==> src/rtl/bme_i2c_target.sv <==
`default_nettype none
// ============================================================================
// Module   : bme_i2c_target
// Purpose  : Oversampled I2C target exposing a BME280-style register port.
// Revision : 1.0  initial release
// ============================================================================
module bme_i2c_target #(
    parameter logic [6:0] DEV_ADDR   = 7'h76,
    parameter int         FILTER_LEN = 3
) (
    input  logic       clk,
    input  logic       reset_n,
    input  logic       scl_i,
    input  logic       sda_i,
    output logic       sda_oe,
    output logic [7:0] reg_addr,
    output logic [7:0] reg_wdata,
    output logic       reg_we,
    output logic       reg_re,
    input  logic [7:0] reg_rdata,
    output logic       busy
);

    localparam logic [2:0] c_cnt_max = 3'(FILTER_LEN - 1);

    typedef enum logic [2:0] {
        S_IDLE     = 3'd0,
        S_ADDR     = 3'd1,
        S_ADDR_ACK = 3'd2,
        S_WR_BYTE  = 3'd3,
        S_WR_ACK   = 3'd4,
        S_RD_BYTE  = 3'd5,
        S_RD_ACK   = 3'd6,
        S_IGNORE   = 3'd7
    } state_t;

    logic [1:0] w_pad;
    logic [1:0] w_filt;

    assign w_pad = {scl_i, sda_i};

    // Index 1 is SCL, index 0 is SDA; both rest high like an idle bus.
    for (genvar gi = 0; gi < 2; gi++) begin : g_filter
        logic       r_meta;
        logic       r_sync;
        logic       r_lvl;
        logic [2:0] r_cnt;

        always_ff @(posedge clk) begin
            if (!reset_n) begin
                r_meta <= 1'b1;
                r_sync <= 1'b1;
                r_lvl  <= 1'b1;
                r_cnt  <= 3'd0;
            end else begin
                r_meta <= w_pad[gi];
                r_sync <= r_meta;
                if (r_sync == r_lvl) begin
                    r_cnt <= 3'd0;
                end else if (r_cnt == c_cnt_max) begin
                    r_lvl <= r_sync;
                    r_cnt <= 3'd0;
                end else begin
                    r_cnt <= r_cnt + 3'd1;
                end
            end
        end

        assign w_filt[gi] = r_lvl;
    end

    state_t     r_state;
    logic       r_scl_d;
    logic       r_sda_d;
    logic [6:0] r_shift;
    logic [3:0] r_bit_cnt;
    logic [7:0] r_ptr;
    logic [7:0] r_tx;
    logic       r_rw;
    logic       r_first;
    logic       r_cap;

    logic       w_scl;
    logic       w_sda;
    logic       w_rise;
    logic       w_fall;
    logic       w_start;
    logic       w_stop;
    logic [7:0] w_byte;
    logic       w_last_bit;
    logic       w_tx_bit;
    logic       w_match;

    assign w_scl      = w_filt[1];
    assign w_sda      = w_filt[0];
    assign w_rise     = w_scl & ~r_scl_d;
    assign w_fall     = ~w_scl & r_scl_d;
    assign w_start    = w_scl & r_scl_d & r_sda_d & ~w_sda;
    assign w_stop     = w_scl & r_scl_d & ~r_sda_d & w_sda;
    assign w_byte     = {r_shift, w_sda};
    assign w_last_bit = (r_bit_cnt == 4'd7);
    assign w_tx_bit   = r_tx[3'd7 - r_bit_cnt[2:0]];
    assign w_match    = (w_byte[7:1] == DEV_ADDR) && (w_byte[7:1] != 7'd0);

    always_ff @(posedge clk) begin
        if (!reset_n) begin
            r_state   <= S_IDLE;
            r_scl_d   <= 1'b1;
            r_sda_d   <= 1'b1;
            r_shift   <= 7'd0;
            r_bit_cnt <= 4'd0;
            r_ptr     <= 8'h00;
            r_tx      <= 8'h00;
            r_rw      <= 1'b0;
            r_first   <= 1'b0;
            r_cap     <= 1'b0;
            sda_oe    <= 1'b0;
            reg_addr  <= 8'h00;
            reg_wdata <= 8'h00;
            reg_we    <= 1'b0;
            reg_re    <= 1'b0;
            busy      <= 1'b0;
        end else begin
            r_scl_d <= w_scl;
            r_sda_d <= w_sda;
            reg_we  <= 1'b0;
            reg_re  <= 1'b0;
            // Register file answers one cycle after the strobe; latch it then.
            r_cap   <= reg_re;
            if (r_cap) begin
                r_tx  <= reg_rdata;
                r_ptr <= r_ptr + 8'd1;
            end

            if (w_start) begin
                r_state   <= S_ADDR;
                r_bit_cnt <= 4'd0;
                sda_oe    <= 1'b0;
            end else if (w_stop) begin
                r_state <= S_IDLE;
                sda_oe  <= 1'b0;
                busy    <= 1'b0;
            end else begin
                case (r_state)
                    S_IDLE, S_IGNORE: begin
                        sda_oe <= 1'b0;
                    end
                    S_ADDR: begin
                        if (w_rise) begin
                            r_shift   <= w_byte[6:0];
                            r_bit_cnt <= r_bit_cnt + 4'd1;
                            if (w_last_bit) begin
                                if (w_match) begin
                                    r_state <= S_ADDR_ACK;
                                    r_rw    <= w_byte[0];
                                    r_first <= ~w_byte[0];
                                    busy    <= 1'b1;
                                end else begin
                                    r_state <= S_IGNORE;
                                end
                            end
                        end
                    end
                    S_ADDR_ACK: begin
                        if (w_rise) begin
                            r_bit_cnt <= 4'd9;
                            reg_re    <= r_rw;
                            reg_addr  <= r_ptr;
                        end else if (w_fall) begin
                            if (r_bit_cnt == 4'd8) begin
                                sda_oe <= 1'b1;
                            end else if (r_bit_cnt == 4'd9) begin
                                r_bit_cnt <= 4'd0;
                                if (r_rw) begin
                                    r_state <= S_RD_BYTE;
                                    sda_oe  <= ~r_tx[7];
                                end else begin
                                    r_state <= S_WR_BYTE;
                                    sda_oe  <= 1'b0;
                                end
                            end
                        end
                    end
                    S_WR_BYTE: begin
                        if (w_rise) begin
                            r_shift   <= w_byte[6:0];
                            r_bit_cnt <= r_bit_cnt + 4'd1;
                            if (w_last_bit) begin
                                r_state <= S_WR_ACK;
                                if (r_first) begin
                                    r_ptr   <= w_byte;
                                    r_first <= 1'b0;
                                end else begin
                                    reg_we    <= 1'b1;
                                    reg_addr  <= r_ptr;
                                    reg_wdata <= w_byte;
                                    r_ptr     <= r_ptr + 8'd1;
                                end
                            end
                        end
                    end
                    S_WR_ACK: begin
                        if (w_rise) begin
                            r_bit_cnt <= 4'd9;
                        end else if (w_fall) begin
                            if (r_bit_cnt == 4'd8) begin
                                sda_oe <= 1'b1;
                            end else if (r_bit_cnt == 4'd9) begin
                                r_state   <= S_WR_BYTE;
                                r_bit_cnt <= 4'd0;
                                sda_oe    <= 1'b0;
                            end
                        end
                    end
                    S_RD_BYTE: begin
                        if (w_rise) begin
                            r_bit_cnt <= r_bit_cnt + 4'd1;
                        end else if (w_fall) begin
                            if (r_bit_cnt == 4'd8) begin
                                sda_oe  <= 1'b0;
                                r_state <= S_RD_ACK;
                            end else begin
                                sda_oe <= ~w_tx_bit;
                            end
                        end
                    end
                    S_RD_ACK: begin
                        if (w_rise) begin
                            if (w_sda) begin
                                r_state <= S_IGNORE;
                            end else begin
                                reg_re    <= 1'b1;
                                reg_addr  <= r_ptr;
                                r_bit_cnt <= 4'd9;
                            end
                        end else if (w_fall && (r_bit_cnt == 4'd9)) begin
                            r_state   <= S_RD_BYTE;
                            r_bit_cnt <= 4'd0;
                            sda_oe    <= ~r_tx[7];
                        end
                    end
                    default: begin
                        r_state <= S_IDLE;
                        sda_oe  <= 1'b0;
                    end
                endcase
            end
        end
    end

endmodule
`default_nettype wire

==> config.mk <==
export PLATFORM = sky130hd
export DESIGN_NAME = bme_i2c_target
export DESIGN_NICKNAME = d
export VERILOG_FILES = /design/src/rtl/bme_i2c_target.sv
export SDC_FILE = /design/constraint.sdc
export NUM_CORES = 1
export LEC_CHECK = 0
export BUFFER_PORTS_ARGS = -buffer_cell sky130_fd_sc_hd__buf_2
export CAP_MARGIN = 40
export CELL_PAD_IN_SITES_DETAIL_PLACEMENT = 1
export CELL_PAD_IN_SITES_GLOBAL_PLACEMENT = 1
export CORE_MARGIN = 8
export CORE_UTILIZATION = 45
export CTS_CLUSTER_SIZE = 30
export DETAILED_ROUTE_END_ITERATION = 12
export GPL_ROUTABILITY_DRIVEN = 0
export PLACE_DENSITY_LB_ADDON = 0.1
export SYNTH_ARGS = -nofsm -noshare
export SYNTH_HDL_FRONTEND = slang
export SYNTH_SLANG_ARGS = --single-unit
==> constraint.sdc <==
create_clock -name clk -period 5.8 [get_ports clk]
set_input_delay 0.87 -clock clk [delete_from_list [all_inputs] [get_ports clk]]
set_output_delay 0.87 -clock clk [all_outputs]
set_load 0.005 [all_outputs]
==> results of run 1 <==
## synth_stat cells (all sizes together) (2+ instances only)
cell	number	area, sq um
a31oi	6	37.5
nor2	17	63.8
mux2i	31	310
mux4	2	45.0
xnor2	6	52.6
dfxtp	67	1340
a211oi	5	37.5
or4	3	22.5
nor4	2	12.5
nand4b	3	26.3
xor2	3	26.3
and3b	3	27.5
nand4	3	18.8
ha	8	100
nor2b	31	194
o311a	2	21.3
and4	4	37.5
inv	10	37.5
a21boi	9	67.6
o21ai	12	60.1
and2	3	18.8
nand3b	3	22.5
clkbuf	13	48.8
and3	3	18.8
buf	11	78.8
nand2b	11	68.8
o211ai	5	37.5
nor3	4	20.0
o31ai	3	22.5
nand2	35	131
nand3	14	75.1
a21oi	14	70.1
## logic make-up (layout without fill, tap and decap cells)
group | count (synthesis) | in the layout | synth area share [%]
AOI/OAI and AO/OA | 71 | 71 | 14.6
xor gates and xnor gates | 9 | 9 | 2.36
and+or+nand+nor | 146 | 146 | 24.4
buffers and inverters | 34 | 59 | 4.93
DFF | 67 | 67 | 40.1
adders and majority gates | 8 | 8 | 2.99
muxes | 33 | 33 | 10.6
## routing by layer
layer | GRT usage [%] | vias up | routed length [um]
li1 | - | 1336 | -
met3 | 4.56 | 13 | 280
met1 | 20.2 | 1313 | 3840
met2 | 26.3 | 33 | 3780
met4 | 6.66 | 0 | 126
met5 | 0 | - | 0
## registers in the layout (all words and copies together) (netlist names), 3 cells and up
signal          count
g_filter.r_cnt      6
r_bit_cnt           4
r_ptr               8
r_shift             7
r_state             3
r_tx                8
reg_addr            8
reg_wdata           8
## placed cells by master (no fill, tap or decap), types with 3 or more instances in the layout
master | synthesis | layout
dfxtp_1 | 67 | 67
nand2_1 | 35 | 35
mux2i_1 | 31 | 31
nor2b_1 | 31 | 31
buf_2 | 6 | 31
nor2_1 | 17 | 17
a21oi_1 | 14 | 14
nand3_1 | 13 | 13
nand2b_1 | 11 | 11
clkbuf_8 | 0 | 10
inv_1 | 8 | 8
ha_1 | 8 | 8
o21ai_0 | 7 | 7
a21boi_0 | 7 | 7
a31oi_1 | 6 | 6
xnor2_1 | 6 | 6
o21ai_1 | 5 | 5
o211ai_1 | 5 | 5
a211oi_1 | 5 | 5
nor3_1 | 4 | 4
and3_1 | 3 | 3
nand3b_1 | 3 | 3
and4_1 | 3 | 3
nand4b_1 | 3 | 3
nand4_1 | 3 | 3
or4_1 | 3 | 3
o31ai_1 | 3 | 3
xor2_1 | 3 | 3
and2_1 | 3 | 3
clkinv_2 | 0 | 3
## how the worst max path moves through the flow
stage                            start           end  slack, ns  depth (start not counted)
after floorplan           r_bit_cnt[0]  r_bit_cnt[0]       3.85                          8
after global placement      r_state[0]  reg_wdata[0]       3.03                          5
after detailed placement    r_state[0]  reg_wdata[4]       3.35                          6
after CTS                   r_state[0]  reg_wdata[4]       3.32                          6
after global routing        r_state[0]  reg_wdata[4]       3.04                          6
final                       r_state[0]  reg_wdata[4]       3.33                          6
## stage by stage
stage | instances | instance area, sq um
after global routing | 492 | 3720
after floorplan | 368 | 3350
after global placement | 474 | 3500
after detailed placement | 476 | 3530
final | 492 | 3720
after CTS | 492 | 3720
## report_power, final
part	internal (uW)	total [uW]	switching, uW
Clock	208	384	176
Sequential	472	525	52.2
Combinational	98.3	244	146
Total	779	1150	375
## worst max-delay path: stages (launching register included)
cell      delay (ns)
dfxtp_1         0.72
and4bb_1        0.56
and3_1          0.36
nor2b_1         0.22
buf_4           0.22
mux2i_1         0.22
nor2b_1         0.06
## final cells by class
cell class	count	share of cell area, %
multi-input combinational	267	49.5
sequential	67	36.1
timing repair buffer	33	4.91
clock buffer	11	3.80
tap	99	3.33
clock inverter	5	1.41
inverter	10	1.01
==> reports/results.ini, run 1 <==
[status]
outcome=completed

[layout]
seqCellArea_sq_um=1340
drive_gt1_share_pct=15.5
nFillCells=901
n_antenna_cell=0
syn_to_final_growth_pct=11.1
final_nets=408
multi_input_area_sq_um=1840
utilization_pct=51.6

[drt]
antenna_left=0
first_pass_iters=4
vias=2695
wl_mm=8.02
drt-initial-drc-count=104
vias_per_cell=5.48
wire_per_inst_um=16.3
drc=0

[synthesis]
yosysSeqAreaShare_pct=40.1
yosys_register_bits=67
ys_warn_count=0
ys_types=63
synth_nets=388
synth_edf_count=0
syn_area_per_cell_sq_um=9.10
synth_flop_cell=dfxtp_1
async_flop_share_pct=0
syn_area_sq_um=3350
synth_cells=368

[power]
p_leak_uw=0.00136
p_total_uw=1150
peakVddDrop_mv=0.176
powerDensity_nw_per_um2=310

[clocking]
cts_buffers=9
path_clk_slew_ns=0.07
clk_latency_ns=0.35
cts_tree=yes
hold_buffers=0
clock_sinks=67
h-tree-depth=3
post-cts-setup-buffers=0
clk_path_buf_depth=2
cts-root-buf=clkbuf_8
ctsResizeCount=0

[sta]
min_period_ns=2.47
drv_slew=0
tightest_slew_ns=0.743
setup_violations=0
hold_viol=0
worst_slack_ns=3.33
setup_tns_ns=0
hold_ws_ns=0.415
maxSlewHeadroom_pct=50.1
rsz0062_at_grt=no
fin_crit_sh_pct=42.6
finalClockSkew_ns=0.0132
timing.fmax_mhz=405

[global_route]
grt_max_degree=54
grt.total_usage_pct=16.4
grt-ovfl-total=0
antenna_found_initial=0
first_global_vias=2721
grt_pass1_wl_mm=13.5

[worst_hold_path]
hold_path_depth=1
hp-class=reg2reg
hold_start=g_filter[1].r_meta
min_to=g_filter[1].r_sync

[flow_run]
max-cap-violations=0

[floorplan]
core-area_sq_um=7210
start_util_pct=46.4
rows=31
ios=32
chipWidth_um=102
die_h_um=102
dieArea_sq_um=10500

[critical_path]
crit_path_max_fanout=22
reg2reg_depth=6
cp-start-kind=register
cp.required_ns=6.04
criticalPathCategory=reg2reg
reg2reg_from=r_state[0]
critPathArrivalTime_ns=2.71
worstSetupEndpointType=register
r2r_end=reg_wdata[4]
ff2ff_setup_slack_ns=3.33

[placement]
dp_hpwl_mm=5.67
dpl_worst_slack_ns=3.35
io_buffers=31

Note: power is estimated with default switching activity, not from simulation.
==> run 2: changes to the inputs <==
--- a/config.mk
+++ b/config.mk
@@ -5,12 +5,13 @@
 export SDC_FILE = /design/constraint.sdc
 export NUM_CORES = 1
 export LEC_CHECK = 0
+export ABC_AREA = 1
 export BUFFER_PORTS_ARGS = -buffer_cell sky130_fd_sc_hd__buf_2
 export CAP_MARGIN = 40
 export CELL_PAD_IN_SITES_DETAIL_PLACEMENT = 1
 export CELL_PAD_IN_SITES_GLOBAL_PLACEMENT = 1
 export CORE_MARGIN = 8
-export CORE_UTILIZATION = 45
+export CORE_UTILIZATION = 38
 export CTS_CLUSTER_SIZE = 30
 export DETAILED_ROUTE_END_ITERATION = 12
 export GPL_ROUTABILITY_DRIVEN = 0
==> constraint.sdc (replaced) <==
create_clock -name clk -period 2 [get_ports clk]
set_input_delay 0.3 -clock clk [delete_from_list [all_inputs] [get_ports clk]]
set_output_delay 0.3 -clock clk [all_outputs]
set_load 0.005 [all_outputs]
==> run 2 against run 1 <==
  * Sequential share of layout area shrank 0.90 points
  * Maximum frequency grew 37%
  * Sequential power grew to 2.8 times the previous value
  * Die area grew 15%
  * Worst hold slack lost 0.27 ns
  * Flip-flop and latch count is the same
  * Power grew to 3.0 times the previous value
  * Largest cell class unchanged
==> reports/results.ini, run 2 <==
[clocking]
cts_tree=yes
h-tree-depth=3
clk_path_buf_depth=2
cts_buffers=9
clock_sinks=67
post-cts-setup-buffers=0
clk_latency_ns=0.34
path_clk_slew_ns=0.08
ctsResizeCount=0
cts-root-buf=clkbuf_8
hold_buffers=0

[critical_path]
reg2reg_from=r_bit_cnt[1]
crit_top_cell=nor2_1
crit_family=simple AND/OR/NAND/NOR gates
cp-start-kind=register
critical_path.max_stage_delay_ns=0.45
ff2ff_setup_slack_ns=0.20
r2r_end=r_state[1]
critPathArrivalTime_ns=2.08
crit_path_max_fanout=6
criticalPathCategory=reg2reg
cp.depth=10
crit_buf_inv=1
cp.required_ns=2.28
setup.worst_path.start=r_bit_cnt[1]
worstSetupEndpointType=register
critical_path.cell_chain=ha_1, nand3_1, buf_4, nor2_1, nor2_1, nor2_1, nand4_1, nor2_2, nor2_1, nor2_1
crit_end=r_state[1]
reg2reg_depth=10
crit_slowest_cell=dfxtp_1

[worst_hold_path]
hp-class=in2reg
hold_path_depth=2

[placement]
dp_hpwl_mm=6.68
io_buffers=31

[layout]
final_nets=529
n_antenna_cell=0
nFillCells=1117
drive_gt1_share_pct=17.7
final_common_cell=nor2_1
syn_to_final_growth_pct=15.0
final_cell_mix=110 x nor2_1, 69 x nand2_1, 66 x dfxtp_1

[synthesis]
synth_edf_count=0
synth_most_common_cell=nor2_1
ys_types=36
syn_area_per_cell_sq_um=7.02
synth_top_cell_by_area=dfxtp_1
synthTopCellsByArea=dfxtp_1 40%, nor2_1 12%, o21ai_0 8.0%
synth_nets=493
syn_area_sq_um=3320
ys_warn_count=0
synth_commonest_cells=110 x nor2_1, 69 x nand2_1, 67 x dfxtp_1
yosys_register_bits=67
yosysSeqAreaShare_pct=40.4
synth_cells=473
async_flop_share_pct=0
synth_flop_cell=dfxtp_1
yosysTopAreaCellShare_pct=40.4

[power]
p_total_uw=3450
p_leak_uw=0.00179
peakVddDrop_mv=0.404
powerDensity_nw_per_um2=904

[sta]
setup_tns_ns=0
rsz0062_at_grt=no
drv_slew=0
hold_viol=0
setup_violations=0
hold_ws_ns=0.146
min_period_ns=1.80
tightest_slew_ns=0.577
maxSlewHeadroom_pct=61.4
fin_crit_sh_pct=90.2
timing.fmax_mhz=555
finalClockSkew_ns=0.00867

[drt]
antenna_left=0
wire_per_inst_um=14.3
vias=3054
first_pass_iters=4
wl_mm=8.91
vias_per_cell=4.91
drt-initial-drc-count=125
drc=0

[floorplan]
start_util_pct=38.6
dieArea_sq_um=12000
chipWidth_um=109
die_h_um=109
ios=32
rows=34
core-area_sq_um=8590

[status]
outcome=completed

[global_route]
grt.total_usage_pct=16.0
grt_max_degree=47
grt_pass1_wl_mm=15.4
grt-ovfl-total=0
antenna_found_initial=0
first_global_vias=3148

[flow_run]
max-cap-violations=0

run 2: cell count changes after synthesis, sizes merged, moves of 5 or more:
cell and change:
nor2b -31, mux2i -31, nand2b -11, clkbuf -6
o21ai +43, nand3 +9, or2 +5, a21boi -8
nor2 +100, a21oi +12, nand2 +44, buf -5
a31oi -6, inv +38
run 2: cell families after synthesis:
logic type	count (synthesis)	synth area share [%]
simple gates	237	31.5
compound gates	89	14.5
flops	67	40.4
buf+inv	61	7.69
xor+xnor	11	2.90
fa+ha+maj	8	3.01
run 2: worst reg2reg max path, cell delays in order (launching register included):
cell     delay [ns]
dfxtp_1        0.45
ha_1           0.23
nand3_1        0.10
buf_4          0.16
nor2_1         0.10
nor2_1         0.07
nor2_1         0.18
nand4_1        0.14
nor2_2         0.16
nor2_1         0.06
nor2_1         0.10
run 2: how the worst min path moves through the flow:
stage                            start                 end  slack [ns]
global route                     sda_i  g_filter[0].r_meta        0.13
floorplan           g_filter[0].r_meta  g_filter[0].r_sync        0.39
CTS                              sda_i  g_filter[0].r_meta        0.13
detailed placement  g_filter[0].r_meta  g_filter[0].r_sync        0.40
global placement    g_filter[0].r_meta  g_filter[0].r_sync        0.40
finish                           sda_i  g_filter[0].r_meta        0.15
run 2: metal layers:
metal  part of all wire [%]  global-route usage [%]  up-vias
li1                       -                       -     1589
met1                     50                    20.7     1431
met2                     47                    25.9       27
met3                    2.3                    3.46        7
met4                    1.2                    5.50        0
met5                      0                       0        -
run 2: report_power, final:
part,switching (uW),internal [uW],total [uW]
Sequential,79.4,1370,1450
Combinational,464,247,711
Clock,576,711,1290
Total,1120,2330,3450
run 2: cell type report:
type	instances	area [sq um]	share of cell area (%)
clock buffer	9	124	3.24
clock inverter	7	100	2.62
inverter	48	185	4.85
multi-input combinational	345	1720	45.2
sequential	67	1340	35.2
tap	108	135	3.54
timing repair buffer	38	208	5.44
run 2: through the flow:
stage	cells	worst slack (ns)	utilization (%)	instance area, sq um
6_report	622	0.197	44.4	3820
3_5_place_dp	606	0.155	41.8	3590
3_3_place_gp	606	0.243	41.8	3590
4_1_cts	622	0.135	44.4	3820
5_1_grt	622	0.0174	44.4	3820
2_1_floorplan	473	0.455	-	3320
